**config.mk**
```make
export PLATFORM = sky130hd
export DESIGN_NAME = colour_sequencer
export DESIGN_NICKNAME = d
export VERILOG_FILES = /design/src/rtl/colour_sequencer.sv
export SDC_FILE = /design/constraint.sdc
export NUM_CORES = 1
export LEC_CHECK = 0
export ABC_AREA = 0
export CAP_MARGIN = 20
export CORE_MARGIN = 2
export CORE_UTILIZATION = 58
export DETAILED_ROUTE_END_ITERATION = 7
export MAX_ROUTING_LAYER = met4
export PLACE_DENSITY = 0.92
export SYNTH_ARGS = -nofsm -noshare
export SYNTH_HDL_FRONTEND = slang
export SYNTH_SLANG_ARGS = --single-unit
```
**constraint.sdc**
```tcl
create_clock -name clk -period 8.2 [get_ports clk]
set_input_delay 1.64 -clock clk [delete_from_list [all_inputs] [get_ports clk]]
set_output_delay 1.64 -clock clk [all_outputs]
set_load 0.01 [all_outputs]
```
**src/rtl/colour_sequencer.sv**
```systemverilog
// Simon Says colour playback engine: snapshots a colour sequence on start and flashes it step by step.
// Optional COLOUR_SEQUENCER_ECHO_EN overlays player_input on disp_o during playback as well.
module colour_sequencer #(
  parameter  int N_COLOURS  = 4,
  parameter  int MAX_ROUNDS = 33,
  parameter  int ON_CYCLES  = 25_000_000,
  parameter  int OFF_CYCLES = 12_500_000,
  localparam int CW         = $clog2(N_COLOURS),
  localparam int RW         = $clog2(MAX_ROUNDS + 1)
) (
  input  logic                       clk,
  input  logic                       reset_n,
  input  logic                       start,
  input  logic                       abort,
  input  logic [RW-1:0]              round_len,
  input  logic [MAX_ROUNDS*CW-1:0]   segment,
  input  logic [N_COLOURS-1:0]       player_input,
  output logic [N_COLOURS-1:0]       disp_o,
  output logic                       busy,
  output logic                       done,
  output logic [RW-1:0]              step_idx
);

  localparam int              T_MAX    = (ON_CYCLES > OFF_CYCLES) ? ON_CYCLES : OFF_CYCLES;
  localparam int              TW       = $clog2(T_MAX + 1);
  localparam logic [TW-1:0]   ON_LAST  = TW'(ON_CYCLES - 1);
  localparam logic [TW-1:0]   OFF_LAST = TW'(OFF_CYCLES - 1);
  localparam logic [RW-1:0]   MAX_LEN  = RW'(MAX_ROUNDS);

  typedef enum logic [1:0] {
    S_IDLE,
    S_ON,
    S_OFF,
    S_DONE
  } state_t;

  state_t                    r_state;
  logic [MAX_ROUNDS*CW-1:0]  r_seq;
  logic [RW-1:0]             r_len;
  logic [RW-1:0]             r_step;
  logic [TW-1:0]             r_timer;
  logic [N_COLOURS-1:0]      r_flash;
  logic                      r_busy;
  logic                      r_done;

  logic [RW-1:0]             w_len_clamped;
  logic [RW-1:0]             w_next_step;
  logic [CW-1:0]             w_first_colour;
  logic [CW-1:0]             w_next_colour;
  logic [N_COLOURS-1:0]      w_echo;

  // Colour codes at or above N_COLOURS match no channel and so decode to a blank step.
  function automatic logic [N_COLOURS-1:0] one_hot(input logic [CW-1:0] colour);
    logic [N_COLOURS-1:0] oh;
    oh = '0;
    for (int unsigned c = 0; c < N_COLOURS; c++) begin
      oh[c] = (colour == CW'(c));
    end
    return oh;
  endfunction

  assign w_len_clamped  = (round_len > MAX_LEN) ? MAX_LEN : round_len;
  assign w_next_step    = r_step + RW'(1);
  assign w_first_colour = segment[CW-1:0];
  assign w_next_colour  = r_seq[w_next_step*CW +: CW];

  always_ff @(posedge clk or negedge reset_n) begin
    if (!reset_n) begin
      r_state <= S_IDLE;
      r_seq   <= '0;
      r_len   <= '0;
      r_step  <= '0;
      r_timer <= '0;
      r_flash <= '0;
      r_busy  <= 1'b0;
      r_done  <= 1'b0;
    end else begin
      r_done <= 1'b0;
      case (r_state)
        S_IDLE: begin
          if (start) begin
            r_seq   <= segment;
            r_len   <= w_len_clamped;
            r_step  <= '0;
            r_timer <= '0;
            if (w_len_clamped == '0) begin
              r_state <= S_DONE;
              r_done  <= 1'b1;
            end else begin
              r_state <= S_ON;
              r_busy  <= 1'b1;
              // seq_q is being loaded on this edge, so step 0 decodes straight from the input.
              r_flash <= one_hot(w_first_colour);
            end
          end
        end
        S_ON: begin
          if (abort) begin
            r_state <= S_IDLE;
            r_flash <= '0;
            r_step  <= '0;
            r_timer <= '0;
            r_busy  <= 1'b0;
          end else if (r_timer == ON_LAST) begin
            r_state <= S_OFF;
            r_timer <= '0;
            r_flash <= '0;
          end else begin
            r_timer <= r_timer + TW'(1);
          end
        end
        S_OFF: begin
          if (abort) begin
            r_state <= S_IDLE;
            r_flash <= '0;
            r_step  <= '0;
            r_timer <= '0;
            r_busy  <= 1'b0;
          end else if (r_timer == OFF_LAST) begin
            r_timer <= '0;
            if (r_step == r_len - RW'(1)) begin
              r_state <= S_DONE;
              r_busy  <= 1'b0;
              r_done  <= 1'b1;
            end else begin
              r_state <= S_ON;
              r_step  <= w_next_step;
              r_flash <= one_hot(w_next_colour);
            end
          end else begin
            r_timer <= r_timer + TW'(1);
          end
        end
        S_DONE: begin
          r_state <= S_IDLE;
          r_step  <= '0;
        end
        default: begin
          r_state <= S_IDLE;
        end
      endcase
    end
  end

`ifdef COLOUR_SEQUENCER_ECHO_EN
  assign w_echo = player_input;
`else
  assign w_echo = r_busy ? '0 : player_input;
`endif

  assign disp_o   = r_flash | w_echo;
  assign busy     = r_busy;
  assign done     = r_done;
  assign step_idx = r_step;

endmodule

```
==> results by group, run 1 <==
Status
  • Result of the run: finished, final reports clean

Route
  • Detailed-route DRC error count: 0
  • Avg WL per Cell: about 17 µm
  • Via count of the routed design: around 4.3k
  • Drt total wl: 12,500 µm
  • Iteration-0 DRC Markers: between 200 and 300
  • Count of nets left with antenna violations after detail routing: 0
  • Per-cell via count in the routed design: between 5 and 6
  • DR pass1 iterations: 5

Clocking
  • Total setup buffers inserted after CTS: 0
  • TritonCTS sink count: around 110
  • Root buffer cell: clkbuf_8
  • H-tree Lvls: 3
  • CTS Hold Buffers Added: 0
  • Later-pin clock latency in the skew report: 0.39 ns
  • Largest buffer count on any clock path: 2
  • Number of CTS-inserted buffers: 9
  • Cts repair resizes: 0
  • Clock-pin slew of the registers on the worst-case setup and hold paths: about 0.1 ns
  • TritonCTS clock tree: done

Cells and area
  • Number of fillers in the final layout: ~670
  • # nets final: roughly 670
  • Area growth from synthesis to final layout: 20.6%
  • Total area of multi-input combinational cells: around 0.0029 mm²
  • Antenna cells: 0
  • FF/Latch Area: around 0.0028 mm²
  • Share of layout cells above drive strength 1: 0.196

Floorplan
  • Starting density of the core: 0.596
  • Horizontal die dimension: 104 µm
  • Core Rows: 36
  • Die height: approximately 100 µm
  • Die area: ~0.011 mm²
  • Core area: between 0.009 and 0.01 mm²
  • Ports: between 90 and 100

Placed design
  • Placed wire-length estimate after detailed placement: about 9000 µm
  • Final Wtd Congestion: about 0.86
  • Worst slack, placed: 3.79 ns
  • IO Port Bufs: a little over 90

Hold path
  • Type of the most critical hold path: flip-flop to flip-flop

Global routing
  • Maximum number of pins on one net before global-route repair: 83
  • Number of antenna violations at the first check in global routing: 0
  • GRT Resource Usage Total: 0.251
  • Global-route wire length before repair: about 21,000 µm
  • Final global-route overflow total: 0
  • Via count of the first global-routing pass: roughly 4.5k

STA
  • WHS: 0.514 ns
  • Max Clock Freq: 0.227 GHz
  • RSZ-0062 raised after global routing: no
  • Slew Limit Headroom: 0.374
  • Worst setup slack after layout: around 3.8 ns
  • Fin. Hold Viols: 0
  • Final cycle utilization of the critical path: 0.536
  • Clock skew after layout: ~0.010 ns
  • TNS Setup: 0 ns
  • Minimum clock period after layout: ~4.4 ns
  • Final setup violation count: 0
  • Actual slew at the worst max-slew pin: approximately 0.94 ns
  • Max-slew violation count: 0

Critical path
  • Series of cell instances along the critical path: clkdlybuf4s50_1, a21o_1, clkdlybuf4s50_1
  • Critical path startpoint category: input pin
  • Max stage delay on crit path: approximately 0.53 ns
  • Critical path buffer and inverter count: 2
  • Critical-path cell with the highest stage delay: clkdlybuf4s50_1
  • Crit path arrival time: roughly 2.8 ns
  • Crit path capture type: output port
  • Crit Path Max Fanout: 1
  • Critical path class: input pin to output port
  • Dominant cell type by count on the critical path: clkdlybuf4s50_1
  • Family with the most delay on the worst path: buffers and inverters
  • Required time of the critical path: roughly 6.6 ns

Job
  • Max_cap viols: 0

Logic synthesis
  • Most area-hungry cell type in the Yosys netlist: dfrtp_1
  • Unique cell type count in the Yosys netlist: 65
  • Proportion of synthesized flip-flops having asynchronous set or reset: 1.00
  • Number of cells produced by synthesis: 508
  • Syn Nets: about 600
  • Commonest cells in the synthesized netlist: dfrtp_1, mux2_2, nor2_1
  • Post-synth top flop: dfrtp_1
  • Share of synthesized area occupied by flip-flops and latches: 0.479
  • Synthesis-stage register bit count: about 110
  • Mean post-synth cell area: around 11 µm²
  • Yosys synthesis warning count: 0
  • Most frequent cell after synthesis: dfrtp_1
  • Cell Area, Synth: 0.00580 mm²
  • Synth top area share: 0.479
  • Number of enable flip-flop cells after synthesis: 0
  • Largest cells by area after synthesis: dfrtp_1, mux2_2, mux4_2

Power
  • Leakage: between 2 and 3 nW
  • Power density of the placed cells: 271 mW/mm²
  • Largest voltage drop on the vdd net: approximately 240 µV
  • Total power of the final layout: ~1.9 mW
==> per-layer routing <==
layer	vias to the layer above	GRT usage	part of all wire
met5	-	-	0
met4	0	0.0714	0.013
met3	23	0.0652	0.057
met2	151	0.430	0.52
met1	2101	0.295	0.41
li1	1994	-	-
==> stage by stage <==
| stage | util | std cells | cell area, µm² |
|---|---|---|---|
| finish | 0.719 | 724 | 7000 |
| global route | 0.719 | 724 | 7000 |
| CTS | 0.716 | 723 | 6970 |
| detailed placement | 0.697 | 707 | 6780 |
| global placement | 0.697 | 707 | 6780 |
| floorplan | - | 508 | 5800 |
==> layout make-up <==
type,instances,share of cell area
clock buffer,12,0.0222
clock inverter,4,0.00483
inverter,13,0.00697
multi-input combinational,356,0.408
sequential,111,0.397
tap,133,0.0238
timing repair buffer,95,0.137
==> state kept, by name (all words and copies together), names as in the netlist <==
register / cells
r_timer: 25
busy: 1
r_len: 6
step_idx: 6
done: 1
r_seq: 66
r_state: 2
r_flash: 4
==> kinds of logic after synthesis <==
logic type	Yosys count	synth area share
adder cells (fa/ha/maj)	7	0.0151
AO/OA/AOI/OAI	74	0.0912
buffers and inverters	41	0.0302
AND/OR/NAND/NOR	158	0.146
XOR/XNOR	29	0.0438
multiplexers	88	0.195
flip-flops	111	0.479
==> cells in the final DEF, fill, tap and decap left out, drive strengths merged, types with 4 or more instances in the layout <==
| cell type | instances |
|---|---|
| a21o | 5 |
| a21oi | 13 |
| a22o | 4 |
| a31oi | 5 |
| and3 | 6 |
| and4 | 6 |
| buf | 5 |
| clkbuf | 12 |
| clkdlybuf4s50 | 90 |
| dfrtp | 111 |
| ha | 7 |
| inv | 16 |
| mux2 | 69 |
| mux2i | 6 |
| mux4 | 13 |
| nand2 | 34 |
| nand2b | 10 |
| nand3 | 19 |
| nand4 | 6 |
| nor2 | 36 |
| nor2b | 5 |
| nor3 | 10 |
| o21ai | 21 |
| or3 | 6 |
| xnor2 | 15 |
| xor2 | 14 |
==> where the power goes <==
part	total, mW	leakage [nW]	switching, mW	internal (mW)
Sequential	0.868	1.38	0.119	0.748
Clock	0.320	0.0940	0.190	0.131
Combinational	0.707	1.37	0.317	0.390
Total	1.89	2.85	0.626	1.27
==> worst reg2reg max path: stages (launching register included) <==
cell and delay [ns]:
dfrtp_1 0.55, ha_1 0.93, mux4_2 0.42, mux2_2 0.29
and3_1 0.18, a311oi_1 0.27, o21ai_0 0.23, nand2b_2 0.24
o221ai_2 0.15
==> final timing paths <==
kind	start	end	slack (ns)	depth (start not counted)
hold reg to reg	r_seq[12]	r_seq[12]	0.51	1
setup reg to reg	step_idx[1]	r_flash[1]	4.87	8
max in group asynchronous	reset_n	r_timer[1]	6.10	3
hold / removal	r_seq[12]	r_seq[12]	0.51	1
min in group asynchronous	reset_n	r_len[1]	1.15	1
setup / recovery	player_input[0]	disp_o[0]	3.80	3
Note: power is estimated with default switching activity, not from simulation.
==> inputs of run 2 (changes only) <==
- CORE_UTILIZATION: 58 -> 49
- PLACE_DENSITY: 0.92 -> 0.84
- clock period: 8.2 -> 4 ns (I/O delays scaled with it)
==> run 2 against run 1 <==
  * Die area is 18% higher
  * Combinational power is 100% higher
  * Wire length unchanged
  * Cell area increased by 1.6%
  * Register-to-register slack lost 4.0 ns
  * Cell count grew 1.5%
  * Sequential cell count unchanged
  * Highest routed layer unchanged
==> results by group, run 2 (synthesis results as in run 1) <==
Status
  • Result of the run: finished, final reports clean

Floorplan
  • Core area: 0.0115 mm² (+18%)
  • Die area: 0.0127 mm² (+18%)
  • Starting density of the core: 0.506 (-0.0904)
  • Core Rows: 39 (+8.3%)
  • Horizontal die dimension: 113 µm (+8.5%)
  • Ports: 92 (unchanged)
  • Die height: 113 µm (+8.5%)

Power
  • Share of total power in the clock network: 0.218 (+0.049)
  • Leakage: 2.90 nW (+1.7%)
  • Largest voltage drop on the vdd net: 451 µV (+86%)
  • Switching power total: 1.31 mW (+110%)
  • Total internal power: 2.80 mW (+120%)
  • Fraction of power spent switching nets: 0.319 (-0.0116)
  • Power density of the placed cells: 578 mW/mm² (+110%)
  • Relative contribution of sequential cells to total power: 0.432 (-0.026)
  • Part of the power in combinational logic: 0.349 (-0.024)

Cells and area
  • Leading cell type in the layout, fill and taps excluded: dfrtp_1
  • Number of standard cells in the final layout excluding fillers: 735 (+1.5%)
  • Number of fillers in the final layout: 886 (+32%)
  • Final standard cell area without fillers: 0.00711 mm² (+1.6%)
  • Top Registers: r_seq (66), r_timer (25)
  • Register bank with the most flops: r_seq
  • Antenna cells: 0 (unchanged)
  • Commonest cells after routing, fill and taps aside: dfrtp_1, clkdlybuf4s50_1, mux2_2, nor2_1, nand2_1
  • Largest register FFs: 66 (unchanged)
  • Share of layout cells above drive strength 1: 0.199 (+0.00305)
  • # nets final: 674 (+0.15%)
  • Area growth from synthesis to final layout: 22.5%

Global routing
  • Maximum number of pins on one net before global-route repair: 79 (-4.8%)
  • Via count of the first global-routing pass: 4,487 (-1.3%)
  • Final global-route overflow total: 0 (unchanged)
  • GRT Resource Usage Total: 0.214 (-0.0377)
  • Number of antenna violations at the first check in global routing: 0 (unchanged)
  • Global-route wire length before repair: 21,200 µm (-0.42%)

STA
  • Max Clock Freq: approximately 0.32 GHz
  • RSZ-0062 raised after global routing: no
  • Minimum clock period after layout: 3.14 ns
  • TNS Setup: 0 ns (unchanged)
  • Final setup violation count: 0 (unchanged)
  • Slew Limit Headroom: 0.361 (-0.0130)
  • Clock skew after layout: 0.00907 ns (-0.00139 ns)
  • Worst setup slack after layout: 0.860 ns (-2.94 ns)
  • WHS: 0.498 ns (-0.0161 ns)
  • Actual slew at the worst max-slew pin: 0.959 ns (+0.0195 ns)
  • Fin. Hold Viols: 0 (unchanged)
  • Final cycle utilization of the critical path: 0.785
  • Max-slew violation count: 0 (unchanged)

Placed design
  • Final Wtd Congestion: 0.922 (+7.5%)
  • Placed wire-length estimate after detailed placement: 9040 µm (+0.22%)
  • Worst slack, placed: 0.734 ns (-3.06 ns)
  • Post-Place Cells: 719 (+1.7%)
  • Instance area after placement: 0.00681 mm² (+0.41%)
  • IO Port Bufs: 91 (unchanged)

Clocking
  • Root buffer cell: clkbuf_16
  • H-tree Lvls: 3 (unchanged)
  • Largest buffer count on any clock path: 2 (unchanged)
  • Clock-pin slew of the registers on the worst-case setup and hold paths: 0.08 ns (-0.02 ns)
  • Later-pin clock latency in the skew report: 0.35 ns (-0.04 ns)
  • Cts repair resizes: 0 (unchanged)
  • TritonCTS sink count: 111 (unchanged)
  • TritonCTS clock tree: done
  • Number of CTS-inserted buffers: 9 (unchanged)
  • CTS Hold Buffers Added: 0 (unchanged)
  • Total setup buffers inserted after CTS: 0 (unchanged)

Job
  • Max_cap viols: 0 (unchanged)

Critical path
  • Critical path startpoint category: flip-flop
  • Crit path arrival time: 3.41 ns (+0.65 ns)
  • Crit Path Max Fanout: 16 (+15)
  • Worst reg2reg path depth: 9 (+1)
  • Crit path capture type: flip-flop
  • Required time of the critical path: 4.27 ns (-2.29 ns)
  • Critical path class: flip-flop to flip-flop

Route
  • Via count of the routed design: 4,190 (-1.9%)
  • Iteration-0 DRC Markers: 294 (+4.6%)
  • Count of nets left with antenna violations after detail routing: 0 (unchanged)
  • Avg WL per Cell: 17.0 µm (-1.5%)
  • DR pass1 iterations: 4 (-1)
  • Drt total wl: 12,500 µm (unchanged)
  • Detailed-route DRC error count: 0 (unchanged)
  • Per-cell via count in the routed design: 5.70 (-3.3%)

Hold path
  • Type of the most critical hold path: input pin to asynchronous set/reset pin
-- run 2: cell count changes in the layout (fill, tap and decap cells not counted) --
cell | before | now
clkbuf_1 | 1 | 0
inv_8 | 0 | 2
clkinv_4 | 0 | 1
inv_6 | 3 | 1
buf_16 | 1 | 0
buf_4 | 4 | 6
clkbuf_16 | 0 | 9
clkbuf_8 | 11 | 2
-- run 2: layout make-up --
| type | count | area [µm²] | share of cell area |
|---|---|---|---|
| Multi-Input combinational cell | 356 | 2860 | 0.402 |
| Sequential cell | 111 | 2780 | 0.391 |
| Timing Repair Buffer | 96 | 946 | 0.133 |
| Clock buffer | 11 | 253 | 0.0356 |
| Tap cell | 143 | 179 | 0.0252 |
| Inverter | 13 | 48.8 | 0.00686 |
| Clock inverter | 5 | 47.5 | 0.00669 |
-- run 2: worst max-delay path, cell delays in order (launching register included) --
cell and delay (ns):
dfrtp_1 0.54, ha_1 0.51, buf_4 0.29, mux4_2 0.33, mux2_2 0.28, and3_1 0.19
a311oi_1 0.30, o21ai_0 0.24, nand2b_2 0.24, o221ai_2 0.14
-- run 2: power by group through the flow --
stage	logic (mW)	registers [mW]	clock network [mW]
final	1.44	1.78	0.897
after global routing	1.60	1.83	0.962
after CTS	1.46	1.78	0.922
after detailed placement	1.44	1.79	0
after global placement	1.38	1.76	0
after floorplan	1.14	1.71	0
-- run 2: metal layers --
metal  global-route usage  wire length (µm)  vias to the layer above
li1                     -                 -                     1991
met1                0.255              5260                     2062
met2                0.358              6350                      113
met3               0.0600               657                       24
met4               0.0569               226                        0
met5                    -                 0                        -
-- run 2: worst paths after layout --
| kind | startpoint | endpoint | slack (ns) |
|---|---|---|---|
| setup / recovery | step_idx[1] | r_flash[1] | 0.86 |
| hold / removal | reset_n | r_len[4] | 0.50 |
| setup reg to reg | step_idx[1] | r_flash[1] | 0.86 |
| hold reg to reg | r_seq[62] | r_seq[62] | 0.51 |
| max in group asynchronous | reset_n | step_idx[2] | 2.64 |
| min in group clk | r_seq[62] | r_seq[62] | 0.51 |
-- run 2: per-stage QoR --
| step | utilization | power, mW |
|---|---|---|
| after CTS | 0.620 | 4.16 |
| after global placement | 0.594 | 3.14 |
| final | 0.620 | 4.11 |
| after detailed placement | 0.594 | 3.24 |
| after floorplan | - | 2.84 |
| after global routing | 0.620 | 4.39 |
==> inputs of run 3 (changes only) <==
- clock period: 4 -> 2.7 ns (I/O delays scaled with it)
==> run 3 against run 2 <==
  * The run now ends with negative setup slack left
  * Critical path depth down 1
  * Sequential power up 50%
  * Sequential share of layout area down 1.4 points
==> results by group, run 3 (synthesis results as in run 1) <==
Status
  • Result of the run: finished, violations left
  • Failing checks: negative setup slack

Clocking
  • TritonCTS clock tree: done
  • H-tree Lvls: 3 (unchanged)
  • Root buffer cell: clkbuf_16
  • Clock-pin slew of the registers on the worst-case setup and hold paths: 0.07 ns (about the same)
  • TritonCTS sink count: 111 (unchanged)
  • Number of CTS-inserted buffers: 9 (unchanged)
  • Later-pin clock latency in the skew report: 0.36 ns (about the same)
  • Largest buffer count on any clock path: 2 (unchanged)

Route
  • DR pass1 iterations: 5 (+1)
  • Detailed-route DRC error count: 0 (unchanged)
  • Iteration-0 DRC Markers: 321 (+9.2%)
  • Via count of the routed design: 4,480 (+6.9%)
  • Count of nets left with antenna violations after detail routing: 0 (unchanged)
  • Per-cell via count in the routed design: 5.89 (+3.4%)
  • Drt total wl: 13,800 µm (+11%)
  • Avg WL per Cell: 18.2 µm (+7.0%)

STA
  • WHS: 0.241 ns (-0.257 ns)
  • Slew Limit Headroom: 0.494 (+0.134)
  • Minimum clock period after layout: 2.72 ns (-0.416 ns)
  • Clock skew after layout: 0.00995 ns (+0.000874 ns)
  • Max Clock Freq: 0.367 GHz (+15%)
  • Final cycle utilization of the critical path: 1.01 (+0.224)
  • Worst setup slack after layout: -0.0240 ns (-0.884 ns)
  • Fin. Hold Viols: 0 (unchanged)
  • Max-slew violation count: 0 (unchanged)
  • Final setup violation count: 1 (+1)
  • Actual slew at the worst max-slew pin: 0.759 ns (-0.200 ns)

Critical path
  • Crit Path Max Fanout: 8 (-8)
  • Critical-path cell with the highest stage delay: or4b_4
  • Origin of the critical flop-to-flop path: r_timer[9]
  • Family with the most delay on the worst path: simple AND/OR/NAND/NOR gates
  • Crit path arrival time: 2.99 ns (-0.42 ns)
  • Crit path capture type: flip-flop
  • Max stage delay on crit path: 0.57 ns (+0.03 ns)
  • Critical path startpoint category: flip-flop
  • Critical path class: flip-flop to flip-flop
  • End of the worst register-to-register path: step_idx[2]
  • Flop-to-flop setup slack: -0.02 ns (-0.88 ns)
  • Required time of the critical path: 2.97 ns (-1.30 ns)
  • Critical path buffer and inverter count: 1 (unchanged)
  • Series of cell instances along the critical path: or4b_1, or4b_4, or3_1, buf_4, nor2_1, and3_4, a21oi_1, mux2i_1
  • Worst reg2reg path depth: 8 (-1)

Cells and area
  • Final core area utilization: 0.644 (+0.0241)
  • Largest register FFs: 66 (unchanged)
  • Final standard cell area without fillers: 0.00739 mm² (+3.9%)
  • Antenna cells: 0 (unchanged)
  • Share of layout cells above drive strength 1: 0.243 (+0.0438)
  • Register bank with the most flops: r_seq
  • Commonest cells after routing, fill and taps aside: dfrtp_1, clkdlybuf4s50_1, mux2_2, nor2_1, nand2_1
  • Top Registers: r_seq (66), r_timer (25)
  • Leading cell type in the layout, fill and taps excluded: dfrtp_1
  • # nets final: 701 (+4.0%)
  • Area growth from synthesis to final layout: 27.3%

Job
  • Max_cap viols: 0 (unchanged)

Floorplan
  • Ports: 92 (unchanged)
  • Core Rows: 39 (unchanged)
  • Horizontal die dimension: 113 µm (unchanged)
  • Starting density of the core: 0.506 (unchanged)
  • Die height: 113 µm (unchanged)
  • Core area: 0.0115 mm² (unchanged)
  • Die area: 0.0127 mm² (unchanged)

Global routing
  • Final global-route overflow total: 0 (unchanged)
  • Via count of the first global-routing pass: 4,581 (+2.1%)
  • GRT Resource Usage Total: 0.229 (+0.0153)
  • Maximum number of pins on one net before global-route repair: 59 (-25%)
  • Global-route wire length before repair: 22,600 µm (+6.5%)
  • Number of antenna violations at the first check in global routing: 0 (unchanged)

Placed design
  • Final Wtd Congestion: 0.869 (-5.8%)
  • Placed wire-length estimate after detailed placement: 9940 µm (+10%)
  • Instance area after placement: 0.00702 mm² (+3.1%)
  • IO Port Bufs: 91 (unchanged)

Power
  • Power density of the placed cells: 846 mW/mm² (+46%)
  • Leakage: 3.03 nW (+4.3%)
  • Largest voltage drop on the vdd net: 516 µV (+15%)

Hold path
  • Type of the most critical hold path: input pin to asynchronous set/reset pin
## run 3: cell types whose count changed in the layout (fill, tap and decap cells not counted), sizes merged
cell      before  now
clkbuf        11   10
buf            6   32
clkinv         1    0
clkinvlp       1    2
## run 3: worst reg2reg max path, cell delays in order, from the launching register on
cell and delay (ns):
dfrtp_1 0.38, or4b_1 0.51, or4b_4 0.57, or3_1 0.38, buf_4 0.16, nor2_1 0.09, and3_4 0.25, a21oi_1 0.10
mux2i_1 0.20
## run 3: where the power goes
group          switching, mW  total, mW  internal, mW
logic                   1.04       2.33          1.29
clock network          0.623       1.25         0.626
registers              0.392       2.67          2.28
total                   2.05       6.25          4.20
## run 3: how the worst max path moves through the flow
stage                 from          end  slack (ns)  cells past startpoint
5_1_grt         r_timer[9]  step_idx[2]       -0.08                      8
3_5_place_dp   step_idx[0]   r_flash[2]       -0.08                      7
3_3_place_gp   step_idx[0]   r_flash[1]        0.01                      8
4_1_cts        step_idx[0]   r_flash[2]        0.02                      7
6_report        r_timer[9]  step_idx[2]       -0.02                      8
2_1_floorplan  step_idx[0]   r_flash[2]        0.03                      8
## run 3: repair_timing
item / in CTS / in global routing
gates cloned: 0 / 1
pin swaps: 0 / 3
endpoints found under the hold margin: 0 / 0
endpoints found under the setup margin: 4 / 7
hold buffers: 0 / 0
buffers inserted: 0 / 2
gates resized for setup: 5 / 11
## run 3: cell type report
cell class | count | area [µm²]
Fill cell | 845 | 4080
Multi-Input combinational cell | 356 | 2900
Sequential cell | 111 | 2780
Timing Repair Buffer | 123 | 1220
Clock buffer | 9 | 225
Tap cell | 143 | 179
Inverter | 13 | 48.8
Clock inverter | 5 | 41.3
## run 3: routing by layer
layer / track usage / up-vias / share of wire
met4: 0.0585 / 0 / 0.020
met2: 0.393 / 131 / 0.53
met1: 0.276 / 2279 / 0.41
met3: 0.0503 / 24 / 0.042
met5: - / - / 0
li1: - / 2046 / -
## run 3: through the flow
stage / TNS, ns / power, mW / cells / setup slack [ns]
finish: -0.0240 / 6.25 / 760 / -0.0240
global route: -0.111 / 6.58 / 760 / -0.0769
CTS: 0 / 6.25 / 757 / 0.0172
detailed placement: -0.163 / 4.95 / 743 / -0.0815
global placement: 0 / 4.79 / 743 / 0.0145
floorplan: 0 / 4.21 / 508 / 0.0278
